## src/rtl/vxe_regio_arb_pkg.sv

```systemverilog
// Shared types and constants for the VxEngine register I/O arbiter.
// Channel FSM encoding is fixed so debug tooling can decode o_*_state directly.
package vxe_regio_arb_pkg;

  localparam int NREQ   = 2;
  localparam int IDX_W  = 10;
  localparam int DATA_W = 32;
  localparam int WPAY_W = IDX_W + DATA_W;
  localparam int RPAY_W = IDX_W;

  typedef enum logic [1:0] {
    ST_IDLE  = 2'd0,
    ST_ISSUE = 2'd1,
    ST_RESP  = 2'd2
  } ch_state_e;

  // Both requesting: the round-robin pointer wins; otherwise the lone requester.
  function automatic logic rr_pick(input logic [NREQ-1:0] req, input logic ptr);
    return (req[0] && req[1]) ? ptr : req[1];
  endfunction

endpackage

```

## src/rtl/vxe_regio_arb_if.sv

```systemverilog
// Requester-side and register-block-side signals of the register I/O arbiter.
// Handshake: i_*enable is a level request held until the matching one-cycle accept.
interface vxe_regio_arb_if;
  import vxe_regio_arb_pkg::*;

  logic [IDX_W-1:0]  i_rq0_wreg_idx;
  logic [DATA_W-1:0] i_rq0_wdata;
  logic              i_rq0_wenable;
  logic              o_rq0_waccept;
  logic              o_rq0_werror;
  logic [IDX_W-1:0]  i_rq0_rreg_idx;
  logic              i_rq0_renable;
  logic              o_rq0_raccept;
  logic              o_rq0_rerror;
  logic [DATA_W-1:0] o_rq0_rdata;

  logic [IDX_W-1:0]  i_rq1_wreg_idx;
  logic [DATA_W-1:0] i_rq1_wdata;
  logic              i_rq1_wenable;
  logic              o_rq1_waccept;
  logic              o_rq1_werror;
  logic [IDX_W-1:0]  i_rq1_rreg_idx;
  logic              i_rq1_renable;
  logic              o_rq1_raccept;
  logic              o_rq1_rerror;
  logic [DATA_W-1:0] o_rq1_rdata;

  logic [IDX_W-1:0]  o_wreg_idx;
  logic [DATA_W-1:0] o_wdata;
  logic              o_wenable;
  logic              i_waccept;
  logic              i_werror;
  logic [IDX_W-1:0]  o_rreg_idx;
  logic              o_renable;
  logic [DATA_W-1:0] i_rdata;
  logic              i_raccept;
  logic              i_rerror;

  modport slave (
    input  i_rq0_wreg_idx, i_rq0_wdata, i_rq0_wenable, i_rq0_rreg_idx, i_rq0_renable,
    input  i_rq1_wreg_idx, i_rq1_wdata, i_rq1_wenable, i_rq1_rreg_idx, i_rq1_renable,
    output o_rq0_waccept, o_rq0_werror, o_rq0_raccept, o_rq0_rerror, o_rq0_rdata,
    output o_rq1_waccept, o_rq1_werror, o_rq1_raccept, o_rq1_rerror, o_rq1_rdata,
    output o_wreg_idx, o_wdata, o_wenable, o_rreg_idx, o_renable,
    input  i_waccept, i_werror, i_rdata, i_raccept, i_rerror
  );

  modport master (
    output i_rq0_wreg_idx, i_rq0_wdata, i_rq0_wenable, i_rq0_rreg_idx, i_rq0_renable,
    output i_rq1_wreg_idx, i_rq1_wdata, i_rq1_wenable, i_rq1_rreg_idx, i_rq1_renable,
    input  o_rq0_waccept, o_rq0_werror, o_rq0_raccept, o_rq0_rerror, o_rq0_rdata,
    input  o_rq1_waccept, o_rq1_werror, o_rq1_raccept, o_rq1_rerror, o_rq1_rdata,
    input  o_wreg_idx, o_wdata, o_wenable, o_rreg_idx, o_renable,
    output i_waccept, i_werror, i_rdata, i_raccept, i_rerror
  );

endinterface

```

## src/rtl/vxe_regio_arb_ch.sv

```systemverilog
// One arbitrated register channel: round-robin grant, holding register, issue
// watchdog and per-requester response registers. Used for both write and read.
module vxe_regio_arb_ch
  import vxe_regio_arb_pkg::*;
#(
  parameter int PW         = 42,
  parameter int DW         = 32,
  parameter int TMO_W      = 8,
  parameter int TMO_CYCLES = 255
) (
  input  logic                      clk,
  input  logic                      nrst,
  input  logic [NREQ-1:0]           i_req,
  input  logic [NREQ-1:0][PW-1:0]   i_payload,
  output logic [PW-1:0]             o_payload,
  output logic                      o_enable,
  input  logic                      i_accept,
  input  logic                      i_error,
  input  logic [DW-1:0]             i_rdata,
  output logic [NREQ-1:0]           o_accept,
  output logic [NREQ-1:0]           o_error,
  output logic [NREQ-1:0][DW-1:0]   o_rdata,
  output ch_state_e                 o_state
);

  localparam bit               TMO_EN   = (TMO_CYCLES != 0);
  localparam logic [TMO_W-1:0] TMO_LAST = TMO_EN ? TMO_W'(TMO_CYCLES - 1) : '0;

  ch_state_e                 r_state;
  logic                      r_rr;
  logic                      r_grant;
  logic [PW-1:0]             r_payload;
  logic [TMO_W-1:0]          r_cnt;
  logic                      r_enable;
  logic [NREQ-1:0]           r_accept;
  logic [NREQ-1:0]           r_error;
  logic [NREQ-1:0][DW-1:0]   r_rdata;
  logic                      w_pick;

  always_comb begin
    w_pick = rr_pick(i_req, r_rr);
  end

  // Accept pulses and the downstream enable are registered alongside the state,
  // so they are high exactly in RESP and ISSUE respectively.
  always_ff @(posedge clk or negedge nrst) begin
    if (!nrst) begin
      r_state   <= ST_IDLE;
      r_rr      <= 1'b0;
      r_grant   <= 1'b0;
      r_payload <= '0;
      r_cnt     <= '0;
      r_enable  <= 1'b0;
      r_accept  <= '0;
      r_error   <= '0;
      r_rdata   <= '0;
    end else begin
      r_accept <= '0;
      unique case (r_state)
        ST_IDLE: begin
          if (|i_req) begin
            r_grant   <= w_pick;
            r_payload <= i_payload[w_pick];
            r_cnt     <= '0;
            r_enable  <= 1'b1;
            r_state   <= ST_ISSUE;
          end
        end
        ST_ISSUE: begin
          if (i_accept) begin
            r_error[r_grant]  <= i_error;
            r_rdata[r_grant]  <= i_rdata;
            r_accept[r_grant] <= 1'b1;
            r_enable          <= 1'b0;
            r_state           <= ST_RESP;
          end else if (TMO_EN && (r_cnt == TMO_LAST)) begin
            r_error[r_grant]  <= 1'b1;
            r_accept[r_grant] <= 1'b1;
            r_enable          <= 1'b0;
            r_state           <= ST_RESP;
          end else begin
            r_cnt <= r_cnt + TMO_W'(1);
          end
        end
        ST_RESP: begin
          // Spending this cycle outside IDLE keeps a still-held request from re-granting.
          r_rr    <= ~r_grant;
          r_state <= ST_IDLE;
        end
        default: begin
          r_enable <= 1'b0;
          r_state  <= ST_IDLE;
        end
      endcase
    end
  end

  assign o_payload = r_payload;
  assign o_enable  = r_enable;
  assign o_accept  = r_accept;
  assign o_error   = r_error;
  assign o_rdata   = r_rdata;
  assign o_state   = r_state;

endmodule

```

## src/rtl/vxe_regio_arb.sv

```systemverilog
// Two-requester arbiter in front of the VxEngine register I/O block.
// Write and read channels are independent instances of vxe_regio_arb_ch.
module vxe_regio_arb
  import vxe_regio_arb_pkg::*;
#(
  parameter int TMO_W      = 8,
  parameter int TMO_CYCLES = 255
) (
  input  logic              clk,
  input  logic              nrst,
  vxe_regio_arb_if.slave    io_bus,
  output ch_state_e         o_wr_state,
  output ch_state_e         o_rd_state
);

  logic [NREQ-1:0]              w_wr_req;
  logic [NREQ-1:0][WPAY_W-1:0]  w_wr_pay_in;
  logic [WPAY_W-1:0]            w_wr_pay_out;
  logic [NREQ-1:0]              w_wr_acc;
  logic [NREQ-1:0]              w_wr_err;
  logic [NREQ-1:0][0:0]         w_unused_wr_rdata;

  logic [NREQ-1:0]              w_rd_req;
  logic [NREQ-1:0][RPAY_W-1:0]  w_rd_pay_in;
  logic [RPAY_W-1:0]            w_rd_pay_out;
  logic [NREQ-1:0]              w_rd_acc;
  logic [NREQ-1:0]              w_rd_err;
  logic [NREQ-1:0][DATA_W-1:0]  w_rd_rdata;

  assign w_wr_req       = {io_bus.i_rq1_wenable, io_bus.i_rq0_wenable};
  assign w_wr_pay_in[0] = {io_bus.i_rq0_wreg_idx, io_bus.i_rq0_wdata};
  assign w_wr_pay_in[1] = {io_bus.i_rq1_wreg_idx, io_bus.i_rq1_wdata};

  assign w_rd_req       = {io_bus.i_rq1_renable, io_bus.i_rq0_renable};
  assign w_rd_pay_in[0] = io_bus.i_rq0_rreg_idx;
  assign w_rd_pay_in[1] = io_bus.i_rq1_rreg_idx;

  // The write channel has no response data; its data port is a 1-bit stub.
  vxe_regio_arb_ch #(
    .PW         (WPAY_W),
    .DW         (1),
    .TMO_W      (TMO_W),
    .TMO_CYCLES (TMO_CYCLES)
  ) u_wr_ch (
    .clk       (clk),
    .nrst      (nrst),
    .i_req     (w_wr_req),
    .i_payload (w_wr_pay_in),
    .o_payload (w_wr_pay_out),
    .o_enable  (io_bus.o_wenable),
    .i_accept  (io_bus.i_waccept),
    .i_error   (io_bus.i_werror),
    .i_rdata   (1'b0),
    .o_accept  (w_wr_acc),
    .o_error   (w_wr_err),
    .o_rdata   (w_unused_wr_rdata),
    .o_state   (o_wr_state)
  );

  vxe_regio_arb_ch #(
    .PW         (RPAY_W),
    .DW         (DATA_W),
    .TMO_W      (TMO_W),
    .TMO_CYCLES (TMO_CYCLES)
  ) u_rd_ch (
    .clk       (clk),
    .nrst      (nrst),
    .i_req     (w_rd_req),
    .i_payload (w_rd_pay_in),
    .o_payload (w_rd_pay_out),
    .o_enable  (io_bus.o_renable),
    .i_accept  (io_bus.i_raccept),
    .i_error   (io_bus.i_rerror),
    .i_rdata   (io_bus.i_rdata),
    .o_accept  (w_rd_acc),
    .o_error   (w_rd_err),
    .o_rdata   (w_rd_rdata),
    .o_state   (o_rd_state)
  );

  assign io_bus.o_wreg_idx    = w_wr_pay_out[WPAY_W-1:DATA_W];
  assign io_bus.o_wdata       = w_wr_pay_out[DATA_W-1:0];
  assign io_bus.o_rq0_waccept = w_wr_acc[0];
  assign io_bus.o_rq1_waccept = w_wr_acc[1];
  assign io_bus.o_rq0_werror  = w_wr_err[0];
  assign io_bus.o_rq1_werror  = w_wr_err[1];

  assign io_bus.o_rreg_idx    = w_rd_pay_out;
  assign io_bus.o_rq0_raccept = w_rd_acc[0];
  assign io_bus.o_rq1_raccept = w_rd_acc[1];
  assign io_bus.o_rq0_rerror  = w_rd_err[0];
  assign io_bus.o_rq1_rerror  = w_rd_err[1];
  assign io_bus.o_rq0_rdata   = w_rd_rdata[0];
  assign io_bus.o_rq1_rdata   = w_rd_rdata[1];

endmodule
```

## src/flat_wrapper.sv

```systemverilog
// flat-port wrapper written by rule: the top's interface ports become plain ports
module vxe_regio_arb_flat import vxe_regio_arb_pkg::*;
#(
  parameter int TMO_W      = 8,
  parameter int TMO_CYCLES = 255
)
  (clk, nrst, o_wr_state, o_rd_state, io_bus_i_rq0_wreg_idx, io_bus_i_rq0_wdata, io_bus_i_rq0_wenable, io_bus_i_rq0_rreg_idx, io_bus_i_rq0_renable, io_bus_i_rq1_wreg_idx, io_bus_i_rq1_wdata, io_bus_i_rq1_wenable, io_bus_i_rq1_rreg_idx, io_bus_i_rq1_renable, io_bus_o_rq0_waccept, io_bus_o_rq0_werror, io_bus_o_rq0_raccept, io_bus_o_rq0_rerror, io_bus_o_rq0_rdata, io_bus_o_rq1_waccept, io_bus_o_rq1_werror, io_bus_o_rq1_raccept, io_bus_o_rq1_rerror, io_bus_o_rq1_rdata, io_bus_o_wreg_idx, io_bus_o_wdata, io_bus_o_wenable, io_bus_o_rreg_idx, io_bus_o_renable, io_bus_i_waccept, io_bus_i_werror, io_bus_i_rdata, io_bus_i_raccept, io_bus_i_rerror);
  vxe_regio_arb_if io_bus_i ();
  input  logic clk;
  input  logic nrst;
  output ch_state_e o_wr_state;
  output ch_state_e o_rd_state;
  input wire logic [$bits(io_bus_i.i_rq0_wreg_idx)-1:0] io_bus_i_rq0_wreg_idx;
  input wire logic [$bits(io_bus_i.i_rq0_wdata)-1:0] io_bus_i_rq0_wdata;
  input wire logic [$bits(io_bus_i.i_rq0_wenable)-1:0] io_bus_i_rq0_wenable;
  input wire logic [$bits(io_bus_i.i_rq0_rreg_idx)-1:0] io_bus_i_rq0_rreg_idx;
  input wire logic [$bits(io_bus_i.i_rq0_renable)-1:0] io_bus_i_rq0_renable;
  input wire logic [$bits(io_bus_i.i_rq1_wreg_idx)-1:0] io_bus_i_rq1_wreg_idx;
  input wire logic [$bits(io_bus_i.i_rq1_wdata)-1:0] io_bus_i_rq1_wdata;
  input wire logic [$bits(io_bus_i.i_rq1_wenable)-1:0] io_bus_i_rq1_wenable;
  input wire logic [$bits(io_bus_i.i_rq1_rreg_idx)-1:0] io_bus_i_rq1_rreg_idx;
  input wire logic [$bits(io_bus_i.i_rq1_renable)-1:0] io_bus_i_rq1_renable;
  output wire logic [$bits(io_bus_i.o_rq0_waccept)-1:0] io_bus_o_rq0_waccept;
  output wire logic [$bits(io_bus_i.o_rq0_werror)-1:0] io_bus_o_rq0_werror;
  output wire logic [$bits(io_bus_i.o_rq0_raccept)-1:0] io_bus_o_rq0_raccept;
  output wire logic [$bits(io_bus_i.o_rq0_rerror)-1:0] io_bus_o_rq0_rerror;
  output wire logic [$bits(io_bus_i.o_rq0_rdata)-1:0] io_bus_o_rq0_rdata;
  output wire logic [$bits(io_bus_i.o_rq1_waccept)-1:0] io_bus_o_rq1_waccept;
  output wire logic [$bits(io_bus_i.o_rq1_werror)-1:0] io_bus_o_rq1_werror;
  output wire logic [$bits(io_bus_i.o_rq1_raccept)-1:0] io_bus_o_rq1_raccept;
  output wire logic [$bits(io_bus_i.o_rq1_rerror)-1:0] io_bus_o_rq1_rerror;
  output wire logic [$bits(io_bus_i.o_rq1_rdata)-1:0] io_bus_o_rq1_rdata;
  output wire logic [$bits(io_bus_i.o_wreg_idx)-1:0] io_bus_o_wreg_idx;
  output wire logic [$bits(io_bus_i.o_wdata)-1:0] io_bus_o_wdata;
  output wire logic [$bits(io_bus_i.o_wenable)-1:0] io_bus_o_wenable;
  output wire logic [$bits(io_bus_i.o_rreg_idx)-1:0] io_bus_o_rreg_idx;
  output wire logic [$bits(io_bus_i.o_renable)-1:0] io_bus_o_renable;
  input wire logic [$bits(io_bus_i.i_waccept)-1:0] io_bus_i_waccept;
  input wire logic [$bits(io_bus_i.i_werror)-1:0] io_bus_i_werror;
  input wire logic [$bits(io_bus_i.i_rdata)-1:0] io_bus_i_rdata;
  input wire logic [$bits(io_bus_i.i_raccept)-1:0] io_bus_i_raccept;
  input wire logic [$bits(io_bus_i.i_rerror)-1:0] io_bus_i_rerror;
  assign io_bus_i.i_rq0_wreg_idx = io_bus_i_rq0_wreg_idx;
  assign io_bus_i.i_rq0_wdata = io_bus_i_rq0_wdata;
  assign io_bus_i.i_rq0_wenable = io_bus_i_rq0_wenable;
  assign io_bus_i.i_rq0_rreg_idx = io_bus_i_rq0_rreg_idx;
  assign io_bus_i.i_rq0_renable = io_bus_i_rq0_renable;
  assign io_bus_i.i_rq1_wreg_idx = io_bus_i_rq1_wreg_idx;
  assign io_bus_i.i_rq1_wdata = io_bus_i_rq1_wdata;
  assign io_bus_i.i_rq1_wenable = io_bus_i_rq1_wenable;
  assign io_bus_i.i_rq1_rreg_idx = io_bus_i_rq1_rreg_idx;
  assign io_bus_i.i_rq1_renable = io_bus_i_rq1_renable;
  assign io_bus_o_rq0_waccept = io_bus_i.o_rq0_waccept;
  assign io_bus_o_rq0_werror = io_bus_i.o_rq0_werror;
  assign io_bus_o_rq0_raccept = io_bus_i.o_rq0_raccept;
  assign io_bus_o_rq0_rerror = io_bus_i.o_rq0_rerror;
  assign io_bus_o_rq0_rdata = io_bus_i.o_rq0_rdata;
  assign io_bus_o_rq1_waccept = io_bus_i.o_rq1_waccept;
  assign io_bus_o_rq1_werror = io_bus_i.o_rq1_werror;
  assign io_bus_o_rq1_raccept = io_bus_i.o_rq1_raccept;
  assign io_bus_o_rq1_rerror = io_bus_i.o_rq1_rerror;
  assign io_bus_o_rq1_rdata = io_bus_i.o_rq1_rdata;
  assign io_bus_o_wreg_idx = io_bus_i.o_wreg_idx;
  assign io_bus_o_wdata = io_bus_i.o_wdata;
  assign io_bus_o_wenable = io_bus_i.o_wenable;
  assign io_bus_o_rreg_idx = io_bus_i.o_rreg_idx;
  assign io_bus_o_renable = io_bus_i.o_renable;
  assign io_bus_i.i_waccept = io_bus_i_waccept;
  assign io_bus_i.i_werror = io_bus_i_werror;
  assign io_bus_i.i_rdata = io_bus_i_rdata;
  assign io_bus_i.i_raccept = io_bus_i_raccept;
  assign io_bus_i.i_rerror = io_bus_i_rerror;
  vxe_regio_arb #(.TMO_W(TMO_W), .TMO_CYCLES(TMO_CYCLES)) u_core (.clk(clk), .nrst(nrst), .io_bus(io_bus_i), .o_wr_state(o_wr_state), .o_rd_state(o_rd_state));
endmodule
```

## config.mk

```make
export PLATFORM = sky130hd
export DESIGN_NAME = vxe_regio_arb_flat
export DESIGN_NICKNAME = d
export VERILOG_FILES = /design/src/rtl/vxe_regio_arb_pkg.sv /design/src/rtl/vxe_regio_arb_if.sv /design/src/rtl/vxe_regio_arb_ch.sv /design/src/rtl/vxe_regio_arb.sv /design/src/flat_wrapper.sv
export SDC_FILE = /design/constraint.sdc
export NUM_CORES = 1
export LEC_CHECK = 0
export BUFFER_PORTS_ARGS = -buffer_cell sky130_fd_sc_hd__buf_2
export CAP_MARGIN = 20
export CORE_MARGIN = 5
export CORE_UTILIZATION = 52
export DETAILED_ROUTE_END_ITERATION = 8
export PLACE_DENSITY_LB_ADDON = 0.3
export SKIP_LAST_GASP = 1
export SYNTH_ARGS = -nofsm -noshare
export SYNTH_HDL_FRONTEND = slang
export SYNTH_HIERARCHICAL = 1
export SYNTH_SLANG_ARGS = --single-unit
```

## constraint.sdc

```tcl
create_clock -name clk -period 4.7 [get_ports clk]
set_input_delay 0.705 -clock clk [delete_from_list [all_inputs] [get_ports clk]]
set_output_delay 0.705 -clock clk [all_outputs]
set_load 0.01 [all_outputs]
```

# == After elaboration in Yosys (flattened, before gate mapping) ==
# Cells that the tools add are included.
# word_totals
elab_cells,118
ramBits,0
out_inout_bits,130
mem_bits_ro,0
latchBits,0
memories,0
reg_bits,150
inputBits,146
# op_classes
mul,0
n_bitwise,6
mux,49
n_shift,0
div_mod_pow,0
reduce_logical,23
add_sub_neg,2
eq_ne,14
order_cmp,6
# ops
operator,count
$mux 42,2
$bwmux 64,1
$mux 8,6
$demux 32 s1,1
$mux 2,16
$mux 32,1
$pmux 8 s2,2
$mux 10,2
$add 8x1->8 const B,2
$eq 8x8->1 const B,2
$reduce_and 2->1,7
$ne 2x2->1 const B,6
$mux 1,10
$lt 1x2->1 const B,4
$pmux 2 s2,2
$reduce_and 4->1,2
$reduce_bool 2->1,4
$ne 3x3->1 const B,2
$pmux 1 s3,2
$reduce_and 3->1,2
$bwmux 2,2
$eq 2x1->1 const B,2
$eq 2x2->1 const B,2
$logic_and 1x1->1,4
other kinds (6),14

# == Longest topological paths before layout ==
# Gate-level depths: netlist of the first run.
# logic_depth
depth_word,7
depth_mapped,7
mapped_depth_nobuf,7

# == Hierarchy ==
# Netlist of the first run, hierarchy kept.
# modules_own_cells
module,n_inst,seq_area_each_um2,area_per_inst_um2,cells_each
vxe_regio_arb_ch (u_core.u_rd_ch),1,2277.2,3960.0,256
vxe_regio_arb_ch (u_core.u_wr_ch),1,1526.5,2841.5,274
vxe_regio_arb,1,0.0,3.8,1

# == Worst setup path after synthesis of the first run ==
# OpenSTA, ideal clock, no wires.
# synth_path
kind,input -> register
from,input io_bus_i_waccept
to,register u_core.u_wr_ch.r_cnt[5]
setup_ns,0.126
path_slack_ns,2.747
stages,4
required_time_ns,4.574
arrival_ns,1.827
path_buffers,0
cell_sequence,or3b_4 -> o31a_2 -> or2_1 -> a221o_1
# synth_between
elab_chain_len,2
# synth_lines
item,line_no,text
start: declaration,flat_wrapper.sv:38,input wire logic [$bits(io_bus_i.i_waccept)-1:0] io_bus_i_waccept;
$ne 2x2->1 (no line),-,
$reduce_and 4->1 (no line),-,
end signal: assignment,vxe_regio_arb_ch.sv:82,r_cnt <= r_cnt + TMO_W'(1);
end: declaration,vxe_regio_arb_ch.sv:33,logic [TMO_W-1:0] r_cnt;
# No other way between the ends.
# A chain may end at the register's enable or synchronous reset.

# == Worst setup path in the final report of the first run ==
# layout_path
from,"register u_core.u_rd_ch.r_state[0], in the netlist u_core/u_rd_ch/o_state[0]"
to,register u_core.u_rd_ch.r_rdata (netlist bit u_core/u_rd_ch/o_rdata[22])
# layout_between
elab_chain_len,2
# layout_lines
item,line_no,text
start: declaration,vxe_regio_arb_ch.sv:29,ch_state_e r_state;
start signal: assignment,vxe_regio_arb_ch.sv:48,r_state <= ST_IDLE;
start signal: assignment,vxe_regio_arb_ch.sv:66,r_state <= ST_ISSUE;
start signal: assignment,vxe_regio_arb_ch.sv:75,r_state <= ST_RESP;
$eq 2x1->1,vxe_regio_arb_ch.sv:59,unique case (r_state)
$reduce_and 2->1 (no line),-,
end signal: indexed assignment,vxe_regio_arb_ch.sv:72,r_rdata[r_grant] <= i_rdata;
end: declaration,vxe_regio_arb_ch.sv:37,logic [NREQ-1:0][DW-1:0] r_rdata;
# No other way between the ends.

==> results.py, run 1 <==
metrics = {
    "cts": {
        "clk_path_buf_depth": 2,
        "cts-root-buf": "sky130_fd_sc_hd__clkbuf_16",
        "tritoncts_clock_tree": "built",
        "cts_hold_buf": 0,
        "clock_sinks": 150,
        "cts_setup_buffers": 0,
        "post_cts.resized_instances": 0,
        "numCtsBuffers": 17,
        "clock_latency_ps": 410,
        "clk_transition_reported_paths_ps": 60,
        "depth_of_the_cts_h_tree": 4,
    },
    "grt": {
        "globalRoute.totalOverflow": 0,
        "gr-usage-all-layers": 0.220,
        "first_global_vias": 5193,
        "grt_max_degree": 81,
        "grt_antenna_before_repair": 1,
        "grt_first_pass_wirelength_um": 26200,
    },
    "placed_design": {
        "place.port_buffers": 275,
        "gp_congestion": 0.864,
        "dpl-instance-area_sq_um": 8170,
        "dp.final_hpwl_um": 12800,
    },
    "die": {
        "dieHeight_um": 124,
        "floorplan.io_pins": 276,
        "dieArea_sq_um": 15300,
        "die_x_um": 124,
        "core_area_sq_um": 12700,
        "floorplan.rows": 41,
        "initial_core_util": 0.530,
    },
    "timing": {
        "fin_setup_tns_ps": 0,
        "min_period_over_period": 0.445,
        "endpoints_failing_hold": 0,
        "finalSetupViolations": 0,
        "finalCriticalPeriod_ps": 2090,
        "rsz_0062_raised_after_global_routing": "no",
        "tightest_slew_ps": 811,
        "fmaxAchievable_ghz": 0.478,
        "drv_slew": 0,
        "slew-limit-headroom": 0.460,
        "clock_skew_ps": 7.65,
    },
    "finish": {
        "drive_gt1_frac": 0.483,
        "postLayoutCellArea_sq_um": 8790,
        "filler_cell_count": 944,
        "design.final.nets": 947,
        "area_growth_syn_to_layout_pct": 30.8,
    },
    "logic_synthesis": {
        "postSynthNetCount": 673,
        "avgSynthCellArea_sq_um": 12.9,
        "synthesis.yosys.warnings": 6,
        "post_synth_instance_area_sq_um": 6720,
        "synthCells": 523,
    },
    "critical_path": {
        "cp_slowest_stage_delay_ps": 620,
        "cp_cell_sequence": "nor2b_4 > nand2_4 > nor2_8 > mux2_2",
        "reg2reg_depth": 4,
        "cpMaxStageDelayCell": "sky130_fd_sc_hd__nor2_8",
        "start_kind": "register",
        "timing.critical_path.to_type": "register",
        "worst_ep_arrival_time_ps": 2380,
        "worst-path-max-fanout": 32,
        "required_ps": 4990,
        "setup.worst_path.class": "register to register",
    },
    "route": {
        "first_iter_violations": 275,
        "viasPerCell": 5.22,
        "vias": 5124,
        "route.detailed.drc": 0,
        "drt_first_pass_iters": 4,
        "final_antenna_net_count": 0,
        "postRouteWirelength_um": 17100,
        "post_drt_wl_per_cell_um": 17.4,
    },
    "pwr": {
        "leakagePower_uw": 0.00457,
        "vdd.ir_drop.worst_mv": 0.444,
        "power-per-cell-area_nw_per_um2": 678,
        "fin_total_pwr_uw": 5960,
    },
    "run_status": {
        "run_status": "completed",
    },
    "min_path": {
        "min-delay-path-class": "primary input to asynchronous set/reset pin",
    },
    "flow_run": {
        "drv_cap": 0,
    },
}
## metrics by stage
stage / setup slack, ps / instances / hold slack [ps] / utilization
final: 2610 / 982 / 223 / 0.694
after global routing: 2520 / 982 / 238 / 0.694
after CTS: 2480 / 979 / 219 / 0.692
after detailed placement: 2230 / 948 / 487 / 0.645
after global placement: 2340 / 948 / 469 / 0.645
after floorplan: 2750 / 523 / 409 / -
## worst paths after layout
kind	start	to	slack (ps)
worst min register to register	u_core/u_rd_ch/o_rdata[32]	u_core/u_rd_ch/o_rdata[32]	500
min in group clk	u_core/u_rd_ch/o_rdata[32]	u_core/u_rd_ch/o_rdata[32]	500
worst max-delay path	u_core/u_rd_ch/o_state[0]	u_core/u_rd_ch/o_rdata[22]	2610
worst max register to register	u_core/u_rd_ch/o_state[0]	u_core/u_rd_ch/o_rdata[22]	2610
max in group asynchronous	nrst	u_core/u_wr_ch/o_payload[11]	3460
worst min-delay path	nrst	u_core/u_rd_ch/r_grant	220
## per-layer routing
| metal | vias to the layer above | GRT usage | wire length [um] |
|---|---|---|---|
| li1 | 2402 | - | - |
| met1 | 2486 | 0.256 | 6500 |
| met2 | 206 | 0.377 | 8670 |
| met3 | 30 | 0.0663 | 1530 |
| met4 | 0 | 0.0948 | 402 |
| met5 | - | 0 | 0 |
## power breakdown
part           switching (uW)  total [uW]  leakage, uW  internal (uW)
registers                 381        2260      0.00178           1880
logic                    1190        2340      0.00250           1150
clock network             491        1360     0.000292            870
total                    2060        5960      0.00457           3900
## worst max-delay path, delay by kind of cell (launching register included)
| family | cells | cell delay [ps] |
|---|---|---|
| AND/OR/NAND/NOR | 3 | 1000 |
| flip-flops | 1 | 530 |
| multiplexers | 1 | 430 |
## cell usage in the layout, fill, tap and decap left out, types with 7 or more instances in the layout
master,count
sky130_fd_sc_hd__a21oi_1,62
sky130_fd_sc_hd__nand2_1,7
sky130_fd_sc_hd__inv_1,13
sky130_fd_sc_hd__buf_2,274
sky130_fd_sc_hd__clkbuf_16,17
sky130_fd_sc_hd__nand3_1,9
sky130_fd_sc_hd__mux2i_1,53
sky130_fd_sc_hd__mux2_4,59
sky130_fd_sc_hd__nor2_1,61
sky130_fd_sc_hd__dfrtp_1,150
## state kept, by name, indices dropped and copies added, names as in the netlist
register                  flops
u_core/u_rd_ch/o_error        2
u_core/u_rd_ch/o_accept       2
u_core/u_rd_ch/r_grant        1
u_core/u_rd_ch/o_enable       1
u_core/u_rd_ch/o_payload     10
u_core/u_wr_ch/o_enable       1
u_core/u_wr_ch/r_grant        1
u_core/u_wr_ch/o_accept       2
u_core/u_rd_ch/o_rdata       64
u_core/u_rd_ch/o_state        2
u_core/u_wr_ch/o_payload     42
u_core/u_wr_ch/r_cnt          8
u_core/u_rd_ch/r_cnt          8
u_core/u_wr_ch/o_state        2
u_core/u_wr_ch/r_rr           1
u_core/u_wr_ch/o_error        2
u_core/u_rd_ch/r_rr           1
## cell type report
type	instances	area (sq um)	share of cell area
inverter	13	48.8	0.00555
clock buffer	22	474	0.0540
multi-input combinational	334	2740	0.312
tap	172	215	0.0245
sequential	150	3750	0.427
timing repair buffer	281	1430	0.163
antenna	1	2.50	0.000285
clock inverter	9	125	0.0142
Power figures use the tool's default switching activity.
==> run 2, diff against run 1 <==
--- a/config.mk
+++ b/config.mk
@@ -8,7 +8,7 @@
 export BUFFER_PORTS_ARGS = -buffer_cell sky130_fd_sc_hd__buf_2
 export CAP_MARGIN = 20
 export CORE_MARGIN = 5
-export CORE_UTILIZATION = 52
+export CORE_UTILIZATION = 44
 export DETAILED_ROUTE_END_ITERATION = 8
 export PLACE_DENSITY_LB_ADDON = 0.3
 export SKIP_LAST_GASP = 1
==> constraint.sdc (replaced) <==
create_clock -name clk -period 1.9 [get_ports clk]
set_input_delay 0.285 -clock clk [delete_from_list [all_inputs] [get_ports clk]]
set_output_delay 0.285 -clock clk [all_outputs]
set_load 0.01 [all_outputs]
==> run 2 against run 1 <==
Clock skew down 1.3 ps. Setup slack worse by 2600 ps. Sequential share of layout area shrank 0.89 points. Clock power grew 140%. Combinational power grew to 2.6 times the previous value. Clock-buffer cell count fell by 2.
==> results.py, run 2 (synthesis gave the netlist of run 1 again) <==
metrics = {
    "route": {
        "route.detailed.drc": 0,
        "first_iter_violations": 167,
        "final_antenna_net_count": 0,
        "vias": 5169,
        "post_drt_wl_per_cell_um": 16.6,
        "drt_first_pass_iters": 5,
        "postRouteWirelength_um": 16900,
        "viasPerCell": 5.10,
    },
    "timing": {
        "clock_skew_ps": 6.39,
        "min_period_over_period": 0.975,
        "fin_setup_tns_ps": 0,
        "finalCriticalPeriod_ps": 1850,
        "finalSetupViolations": 0,
        "fmaxAchievable_ghz": 0.540,
        "endpoints_failing_hold": 0,
        "setup_ws_post_layout_ps": 47.5,
        "rsz_0062_raised_after_global_routing": "no",
        "tightest_slew_ps": 478,
        "drv_slew": 0,
        "slew-limit-headroom": 0.681,
    },
    "finish": {
        "filler_cell_count": 1256,
        "multi_input_gate_area_in_the_final_layout_sq_um": 2740,
        "largest_register_ff_count": 64,
        "drive_gt1_frac": 0.492,
        "final_common_cell": "sky130_fd_sc_hd__buf_2",
        "design.final.nets": 962,
        "final_cell_mix": "sky130_fd_sc_hd__buf_2, sky130_fd_sc_hd__dfrtp_1, sky130_fd_sc_hd__a21oi_1",
        "number_of_standard_cells_in_the_layout_taps_in_and_fillers_out": 1013,
        "area_used_by_sequential_logic_in_the_layout_sq_um": 3750,
        "area_growth_syn_to_layout_pct": 33.5,
        "insertedDiodeCount": 0,
    },
    "critical_path": {
        "worst-path-max-fanout": 5,
        "start_kind": "register",
        "timing.critical_path.to_type": "register",
        "required_ps": 2190,
        "worst_ep_arrival_time_ps": 2140,
        "setup.worst_path.class": "register to register",
    },
    "pwr": {
        "net-switching-power_uw": 5160,
        "share_seq_of_total_power": 0.376,
        "leakagePower_uw": 0.00466,
        "switching_share": 0.350,
        "p_int_uw": 9580,
        "power-per-cell-area_nw_per_um2": 1640,
        "vdd.ir_drop.worst_mv": 0.874,
        "power_frac_clock": 0.218,
        "comb_power_share": 0.406,
    },
    "die": {
        "core_area_sq_um": 15100,
        "dieHeight_um": 134,
        "initial_core_util": 0.445,
        "die_x_um": 134,
        "floorplan.io_pins": 276,
        "floorplan.rows": 45,
        "dieArea_sq_um": 17800,
    },
    "placed_design": {
        "numPlacedInstances": 980,
        "place.port_buffers": 275,
        "dp.final_hpwl_um": 13000,
        "place_ws_ps": 53.8,
        "gp_congestion": 0.818,
    },
    "grt": {
        "grt_antenna_before_repair": 0,
        "grt_first_pass_wirelength_um": 27200,
        "globalRoute.totalOverflow": 0,
        "first_global_vias": 5345,
        "gr-usage-all-layers": 0.188,
        "grt_max_degree": 69,
    },
    "cts": {
        "numCtsBuffers": 17,
        "clk_path_buf_depth": 2,
        "cts_setup_buffers": 0,
        "tritoncts_clock_tree": "built",
        "clock_latency_ps": 410,
        "cts-root-buf": "sky130_fd_sc_hd__clkbuf_16",
        "clock_sinks": 150,
        "depth_of_the_cts_h_tree": 4,
        "clk_transition_reported_paths_ps": 60,
    },
    "flow_run": {
        "drv_cap": 0,
    },
    "min_path": {
        "min-delay-path-class": "primary input to register",
    },
    "run_status": {
        "run_status": "completed",
    },
}
## run 2: cell count changes in the layout (fill, tap and decap cells not counted), moves of 3 or more
cell,delta
sky130_fd_sc_hd__buf_12,+7
sky130_fd_sc_hd__clkbuf_8,-3
sky130_fd_sc_hd__clkinv_4,+3
sky130_fd_sc_hd__buf_4,+8
## run 2: critical path: stages, from the launching register on
cell and delay (ps):
sky130_fd_sc_hd__dfrtp_1 400, sky130_fd_sc_hd__inv_1 70, sky130_fd_sc_hd__ha_1 210, sky130_fd_sc_hd__and3_1 190, sky130_fd_sc_hd__and3_2 240, sky130_fd_sc_hd__or2_4 260
sky130_fd_sc_hd__a221o_1 350
## run 2: layer usage
metal	global-route usage	vias up	share of wire
li1	-	2437	-
met1	0.232	2500	0.41
met2	0.319	213	0.50
met3	0.0600	19	0.080
met4	0.0549	0	0.013
met5	0	-	0
## run 2: metrics by stage
stage	util	hold slack, ps	instance area [sq um]	total power (uW)
detailed placement	0.556	266	8400	11600
global route	0.595	105	8970	15700
global placement	0.556	264	8400	11400
CTS	0.595	95.9	8970	14900
floorplan	-	-10.6	6720	9180
finish	0.595	117	8970	14700
## run 2: power groups by stage
stage               sequential (uW)  combinational [uW]  clock, uW
floorplan                      6130                3040          0
global placement               5510                5850          0
detailed placement             5570                6050          0
CTS                            5560                6050       3300
global route                   5730                6470       3450
finish                         5550                5980       3210
## run 2: layout make-up
cell class                 count  share of cell area
clock buffer                  20              0.0487
clock inverter                12              0.0145
inverter                      13             0.00544
multi-input combinational    334               0.305
sequential                   150               0.418
tap                          188              0.0262
timing repair buffer         296               0.182
## run 2: worst paths after layout
kind / from / end / slack (ps) / depth (start not counted)
worst max-delay path: u_core/u_wr_ch/r_cnt[0] / u_core/u_wr_ch/r_cnt[5] / 50 / 6
worst min-delay path: io_bus_i_rdata[21] / u_core/u_rd_ch/o_rdata[53] / 120 / 2
min in group asynchronous: nrst / u_core/u_wr_ch/o_payload[32] / 420 / 2
max in group asynchronous: nrst / u_core/u_rd_ch/o_rdata[10] / 890 / 3
worst min register to register: u_core/u_rd_ch/r_cnt[6] / u_core/u_rd_ch/r_cnt[6] / 480 / 1
worst max register to register: u_core/u_wr_ch/r_cnt[0] / u_core/u_wr_ch/r_cnt[5] / 50 / 6
## run 2: timing repair
item | CTS | global route
hold buffers | 1 | 0
resized for setup | 0 | 1
hold endpoints to repair | 45 | 0
setup endpoints to repair | 0 | 1
==> run 3, diff against run 2 <==
--- a/config.mk
+++ b/config.mk
@@ -11,6 +11,7 @@
 export CORE_UTILIZATION = 44
 export DETAILED_ROUTE_END_ITERATION = 8
 export PLACE_DENSITY_LB_ADDON = 0.3
+export REMOVE_ABC_BUFFERS = 1
 export SKIP_LAST_GASP = 1
 export SYNTH_ARGS = -nofsm -noshare
 export SYNTH_HDL_FRONTEND = slang
==> run 3 against run 2 <==
Routed wire length grew 0.18%. Die area stayed put. Setup slack improved by 58 ps. Final area about the same. Clock power about the same. Core utilization barely moved. Critical path depth stayed put. Critical endpoint unchanged.
==> results.py, run 3 (synthesis gave the netlist of run 1 again) <==
metrics = {
    "critical_path": {
        "worst_ep_arrival_time_ps": 2090,
        "setup.worst_path.class": "register to register",
        "required_ps": 2200,
        "start_kind": "register",
        "timing.critical_path.to_type": "register",
        "worst-path-max-fanout": 5,
    },
    "finish": {
        "area_growth_syn_to_layout_pct": 33.6,
        "insertedDiodeCount": 0,
        "final_common_cell": "sky130_fd_sc_hd__buf_2",
        "number_of_standard_cells_in_the_layout_taps_in_and_fillers_out": 1012,
        "final_cell_mix": "sky130_fd_sc_hd__buf_2, sky130_fd_sc_hd__dfrtp_1, sky130_fd_sc_hd__a21oi_1",
        "design.final.nets": 961,
        "utilization": 0.595,
        "drive_gt1_frac": 0.494,
        "largest_register_ff_count": 64,
        "filler_cell_count": 1244,
    },
    "cts": {
        "cts-root-buf": "sky130_fd_sc_hd__clkbuf_16",
        "depth_of_the_cts_h_tree": 4,
        "clk_path_buf_depth": 2,
        "clock_sinks": 150,
        "clk_transition_reported_paths_ps": 60,
        "tritoncts_clock_tree": "built",
        "numCtsBuffers": 17,
        "cts_setup_buffers": 0,
        "clock_latency_ps": 420,
    },
    "die": {
        "initial_core_util": 0.445,
        "core_area_sq_um": 15100,
        "dieHeight_um": 134,
        "floorplan.io_pins": 276,
        "dieArea_sq_um": 17800,
        "floorplan.rows": 45,
        "die_x_um": 134,
    },
    "route": {
        "drt_first_pass_iters": 4,
        "route.detailed.drc": 0,
        "viasPerCell": 5.00,
        "post_drt_wl_per_cell_um": 16.7,
        "first_iter_violations": 220,
        "final_antenna_net_count": 0,
        "vias": 5060,
        "postRouteWirelength_um": 16900,
    },
    "grt": {
        "first_global_vias": 5339,
        "grt_antenna_before_repair": 0,
        "globalRoute.totalOverflow": 0,
        "gr-usage-all-layers": 0.189,
        "grt_max_degree": 86,
        "grt_first_pass_wirelength_um": 27200,
    },
    "timing": {
        "finalSetupViolations": 0,
        "min_period_over_period": 0.944,
        "tightest_slew_ps": 468,
        "drv_slew": 0,
        "endpoints_failing_hold": 0,
        "setup_ws_post_layout_ps": 106,
        "finalCriticalPeriod_ps": 1790,
        "fin_setup_tns_ps": 0,
        "slew-limit-headroom": 0.688,
        "fmaxAchievable_ghz": 0.557,
        "clock_skew_ps": 9.46,
        "rsz_0062_raised_after_global_routing": "no",
    },
    "pwr": {
        "power-per-cell-area_nw_per_um2": 1640,
        "leakagePower_uw": 0.00465,
        "vdd.ir_drop.worst_mv": 0.835,
        "fin_total_pwr_uw": 14700,
    },
    "flow_run": {
        "drv_cap": 0,
    },
    "min_path": {
        "min-delay-path-class": "primary input to register",
    },
    "placed_design": {
        "gp_congestion": 0.849,
        "place_ws_ps": 81.5,
        "place.port_buffers": 275,
        "numPlacedInstances": 979,
        "dp.final_hpwl_um": 12800,
    },
    "run_status": {
        "run_status": "completed",
    },
}
[run 3: final timing paths]
path | from | end | slack (ps) | depth (start not counted)
min in group asynchronous | nrst | u_core/u_rd_ch/o_rdata[15] | 380 | 2
worst max register to register | u_core/u_wr_ch/r_cnt[0] | u_core/u_wr_ch/r_cnt[5] | 110 | 6
worst min register to register | u_core/u_rd_ch/r_cnt[6] | u_core/u_rd_ch/r_cnt[6] | 490 | 1
max in group asynchronous | nrst | u_core/u_wr_ch/o_enable | 930 | 3
worst max-delay path | u_core/u_wr_ch/r_cnt[0] | u_core/u_wr_ch/r_cnt[5] | 110 | 6
worst min-delay path | io_bus_i_rerror | u_core/u_rd_ch/o_error[1] | 100 | 2
[run 3: repair_timing]
action / CTS / global route
hold endpoints to repair: 45 / 0
hold buffers: 1 / 0
resized for setup: 0 / 1
setup endpoints to repair: 0 / 1
[run 3: stage by stage]
stage / hold slack, ps / area (sq um)
detailed placement: 268 / 8400
global placement: 257 / 8400
floorplan: -10.6 / 6520
finish: 102 / 8980
global route: 83.3 / 8980
CTS: 77.2 / 8980
[run 3: area by class of cell]
cell class                      instances  area, sq um  share of cell area
Sequential cell                       150         3750               0.418
Multi-Input combinational cell        334         2740               0.305
Timing Repair Buffer                  295         1640               0.182
Clock buffer                           19          443              0.0493
Tap cell                              188          235              0.0262
Clock inverter                         13          125              0.0139
Inverter                               13         48.8             0.00543
[run 3: critical path, stage by stage, from the launching register on]
cell	delay, ps
sky130_fd_sc_hd__dfrtp_1	400
sky130_fd_sc_hd__inv_1	60
sky130_fd_sc_hd__ha_1	200
sky130_fd_sc_hd__and3_1	190
sky130_fd_sc_hd__and3_2	230
sky130_fd_sc_hd__or2_4	260
sky130_fd_sc_hd__a221o_1	340
[run 3: power breakdown]
group | leakage [uW] | switching (uW) | internal (uW)
clock | 0.000263 | 1340 | 1850
combinational | 0.00261 | 3000 | 3010
sequential | 0.00178 | 874 | 4650
[run 3: per-layer routing]
layer  part of all wire  global-route usage
met3              0.084              0.0634
met5                  0                   0
met1               0.41               0.227
met4              0.012              0.0669
met2               0.49               0.319
